<file path="src/rtl/mem_lsu_pkg.sv">
// Shared types and the alignment rule for the load/store unit.
package mem_lsu_pkg;

    typedef enum logic [1:0] {
        SIZE_B = 2'b00,
        SIZE_H = 2'b01,
        SIZE_W = 2'b10
    } size_e;

    typedef enum logic [1:0] {
        IDLE = 2'b00,
        RD   = 2'b01,
        WR   = 2'b10,
        RESP = 2'b11
    } state_e;

    // The reserved size encoding is rejected the same way as a misaligned access.
    function automatic logic is_misaligned(input logic [1:0] size, input logic [1:0] lo);
        logic bad;
        case (size)
            SIZE_B:  bad = 1'b0;
            SIZE_H:  bad = lo[0];
            SIZE_W:  bad = (lo != 2'b00);
            default: bad = 1'b1;
        endcase
        return bad;
    endfunction

endpackage

</file>
<file path="src/rtl/mem_lsu_align.sv">
// Lane extract/extend for loads and lane merge for sub-word stores.
// Purely combinational, no backpressure.
module mem_lsu_align
    import mem_lsu_pkg::*;
(
    input  logic [1:0]  i_size,
    input  logic [1:0]  i_lane,
    input  logic        i_unsigned,
    input  logic [31:0] i_rdata,
    input  logic [31:0] i_wdata,
    output logic [31:0] o_ld_data,
    output logic [31:0] o_st_word
);

    logic [7:0]  w_byte;
    logic [15:0] w_half;
    logic        w_sign;

    always_comb begin
        w_byte    = i_rdata[8*i_lane +: 8];
        w_half    = i_rdata[16*i_lane[1] +: 16];
        w_sign    = 1'b0;
        o_ld_data = i_rdata;
        case (i_size)
            SIZE_B: begin
                w_sign    = ~i_unsigned & w_byte[7];
                o_ld_data = {{24{w_sign}}, w_byte};
            end
            SIZE_H: begin
                w_sign    = ~i_unsigned & w_half[15];
                o_ld_data = {{16{w_sign}}, w_half};
            end
            default: o_ld_data = i_rdata;
        endcase
    end

    // Untouched lanes keep the word just read back from memory.
    always_comb begin
        o_st_word = i_rdata;
        case (i_size)
            SIZE_B:  o_st_word[8*i_lane +: 8]       = i_wdata[7:0];
            SIZE_H:  o_st_word[16*i_lane[1] +: 16]  = i_wdata[15:0];
            default: o_st_word = i_wdata;
        endcase
    end

endmodule

</file>
<file path="config.mk">
export PLATFORM = sky130hd
export DESIGN_NAME = mem_lsu_align
export DESIGN_NICKNAME = d
export VERILOG_FILES = /design/src/rtl/mem_lsu_pkg.sv /design/src/rtl/mem_lsu_align.sv
export SDC_FILE = /design/constraint.sdc
export NUM_CORES = 1
export LEC_CHECK = 0
export ABC_AREA = 1
export CAP_MARGIN = 20
export CELL_PAD_IN_SITES_DETAIL_PLACEMENT = 0
export CELL_PAD_IN_SITES_GLOBAL_PLACEMENT = 1
export CORE_MARGIN = 2
export CORE_UTILIZATION = 20
export DETAILED_ROUTE_END_ITERATION = 6
export GPL_TIMING_DRIVEN = 0
export PLACE_DENSITY = 0.85
export SLEW_MARGIN = 10
export SYNTH_ARGS = -nofsm -noshare
export SYNTH_HDL_FRONTEND = slang
export SYNTH_SLANG_ARGS = --single-unit
</file>
<file path="constraint.sdc">
create_clock -name vclk -period 2.51
set_input_delay 0.502 -clock vclk [all_inputs]
set_output_delay 0.502 -clock vclk [all_outputs]
set_load 0.01 [all_outputs]
</file>
# Word-level counts from Yosys, hierarchy flattened
# Index checks and enable logic that the tools add are counted.
# word_totals
elab_cells,17
ff_bits,0
# classes
bitwise,3
n_addsub,2
eq_ne,1
shift,6
n_reduce_logical,1
muxes,4
# op_table
cell,count
$pmux 32 s2,2
$neg 5->34,2
$bwmux 32,2
$shift 16x34->32 const A,1
$shift 8x34->32 const A,1
$shiftx 16x34->32,1
$shiftx 8x34->32,1
$shiftx 32x6->16,1
$shiftx 32x6->8,1
$and 1x1->1,2
$eq 2x1->1 const B,1
$logic_not 2->1,1
$not 1->1,1

# Depth between registers and ports, before layout
# depth
depth_word,4
ltp_mapped,10
mapped_depth_nobuf,8

# Least setup slack after synthesis
# Ideal clock, no wire load.
# synth_timing
path_type,input to output
from,input i_lane[1]
to,output o_st_word[0]
stages,9
arrival_time_ns,1.969
path_buffers,3
slack_ns,0.039
cell_sequence,inv_2 -> buf_4 -> buf_2 -> ha_1 -> clkbuf_1 -> nand3_1 -> o21ai_2 -> nand2_1 -> nand2_1
# synth_via
elab_chain_len,4
word_cells_on_any_way,9
# synth_lines
element,line,rtl
from (decl),mem_lsu_align.sv:7,"input logic [1:0] i_lane,"
$neg 5->34 (on tied branches),"mem_lsu_align.sv:42, mem_lsu_align.sv:41",
"$shiftx 16x34->32, or another cell as far along",mem_lsu_align.sv:42,SIZE_H: o_st_word[16*i_lane[1] +: 16] = i_wdata[15:0];
$bwmux 32 (on tied branches),"mem_lsu_align.sv:42, mem_lsu_align.sv:41",
$pmux 32 s2 (*),mem_lsu_align.sv:40,case (i_size)
to (decl),mem_lsu_align.sv:12,output logic [31:0] o_st_word
# Mark *: on every way between the ends. The rest lies on a longest branch, timed or not.

# Worst setup path after layout
# layout_timing
from,input i_lane[1]
to,output o_st_word[10]
# Same word-level chain as after synthesis.

==> flow_summary.toml <==
[finish]
fin_nets = 657
finish.utilization_pct = 37.3
drive_gt1_share_pct = 22.4
area_growth_pct = 83.6
fill_cells = 1064
antenna_cells = 0
regArea_sq_um = 0
multi_input_area_sq_um = 1780
seq_cell_count = 0
final_area_sq_um = 3580
nClkBuffers = 0

[floorplan]
num_io_pins = 133
die_area_sq_um = 10600
die_width_um = 103
fp.dieH_um = 103
rows = 36
start_util_pct = 20.3
design.core.area_sq_um = 9590

[placed_design]
io_buffers = 132
pre_cts_ws_ps = -1680
dp_hpwl_um = 8410
globalplace.congestion = 0.927
dpl_cell_area_sq_um = 3440

[synth]
ys_types = 26
synth_cells = 427
ys_warn_count = 0
synth_area_sq_um = 1950
yosysSeqAreaShare_pct = 0
syn_area_per_cell_sq_um = 4.57
synth_nets = 501

[setup_path]
critical_path_arrival_ps = 1980
critPathKind = "primary input to output port"
crit_start = "i_lane[1]"
slowest_delay_ps = 280
worstSetupEndpointType = "output port"
critPathSlowestCell = "ha_4"
path_cells = "buf_12 > inv_8 > buf_8 > buf_8 > ha_4 > inv_4 > nor2_4 > buf_6 > nand2_8 > buf_6 > o21ai_2 > nand2_1 > nand2_1 > buf_6"
cp-start-kind = "primary input"
cp.buffers_inverters = 8
critPathRequiredTime_ps = 2010
crit_path_frequent_cell = "buf_6"
crit_fanout = 8
crit_family = "buffers and inverters"

[hold_path]
hold_path_class = "primary input to output port"
min-delay-start = "i_size[1]"

[global_routing]
grt_start_max_net_pins = 11
antenna_found_initial = 0
track_usage_pct = 19.5
first_global_vias = 3124
grt_pass1_wl_um = 16200
globalRouteOverflowTotal = 0

[detailed_routing]
vias = 3282
drc = 0
ant_nets = 0
wl_um = 10800
wl_per_cell_um = 15.2
first_pass_iters = 5
drt_iter0_markers = 183
viasPerCell = 4.60

[sta]
setup_ws_ps = 29.7
max_freq_mhz = 403
post-route-period-util_pct = 98.8
rsz0062_at_grt = "true"
period_needed_ps = 2480
hold_viol_final = 0
worst_pin_slew_ps = 648
setup_viol = 0
slew_headroom_pct = 56.8
final_max_slew_viol_count = 0
whs_ps = 1540

[status]
status = "finished clean"

[power_and_ir_drop]
power_density_nw_per_um2 = 201
p_leak_nw = 1.91
irDropWorstVdd_mv = 0.0839

[flow_run]
cap_violations = 0

[clocking]
hold_buffers = 0
[worst min-delay path, delay by kind of cell]
family                 cells  cell delay [ps]
and+or+nand+nor            3              230
buffers and inverters      2              300
[layout by cell type (no fill, tap or decap), drive strengths merged]
cell type,count
or2,2
clkbuf,29
ha,5
a21oi,1
and2,2
nand3,47
clkdlybuf4s50,64
clkinv,1
nor2,47
o211ai,2
nand2,189
o22ai,8
clkdlybuf4s15,2
o21ai,54
a22oi,1
buf,65
dlygate4sd2,12
inv,49
dlymetal6s2s,1
[layout make-up]
type,count,area share [%]
timing repair buffer,157,36.4
tap,133,4.65
multi-input combinational,358,49.7
inverter,50,5.66
buffer,16,3.64
[worst paths after layout]
| check | endpoint | depth (start not counted) | slack [ps] |
|---|---|---|---|
| max | o_st_word[10] | 14 | 30 |
| min | o_ld_data[15] | 5 | 1540 |
[cells by family after synthesis]
kind of cell	synth area share (%)
compound gates	18.8
fa+ha+maj	3.21
buf+inv	15.8
simple gates	62.2
[per-stage QoR]
stage                     TNS, ps  power [W]  cells
after floorplan                 0   0.000311    427
after CTS                   -81.2   0.000717    711
after global placement     -69680   0.000710    692
final                           0   0.000720    714
after global routing         -278   0.000784    714
after detailed placement   -69630   0.000713    692
[routing by layer]
metal | routed length, um | global-route usage (%) | vias up | share of wire, %
met5 | 0 | 0 | - | 0
met4 | 214 | 5.23 | 0 | 2.0
met3 | 729 | 1.56 | 15 | 6.7
met2 | 5200 | 34.0 | 140 | 48
met1 | 4680 | 25.9 | 1471 | 43
li1 | - | - | 1656 | -
[cell usage after synthesis (all sizes together)]
master | instances | area share [%]
a21oi | 1 | 0.83
a22oi | 1 | 0.39
and2 | 2 | 0.64
buf | 12 | 4.8
clkbuf | 7 | 1.3
ha | 5 | 3.2
inv | 50 | 9.6
nand2 | 189 | 37
nand3 | 47 | 12
nor2 | 47 | 11
o211ai | 2 | 0.77
o21ai | 54 | 14
o22ai | 8 | 2.6
or2 | 2 | 0.64
[where the power goes]
| part | internal (W) | switching, W | leakage (nW) | total (W) |
|---|---|---|---|---|
| combinational | 0.000331 | 0.000389 | 1.91 | 0.000720 |
| clock | 0 | 0 | 0 | 0 |
| sequential | 0 | 0 | 0 | 0 |
| total | 0.000331 | 0.000389 | 1.91 | 0.000720 |
[timing repair]
item | CTS | global route
gates resized for setup | 216 | 64
pin swaps | 10 | 10
setup endpoints to repair | 64 | 51
buffers inserted | 21 | 4
Power figures use the tool's default switching activity.
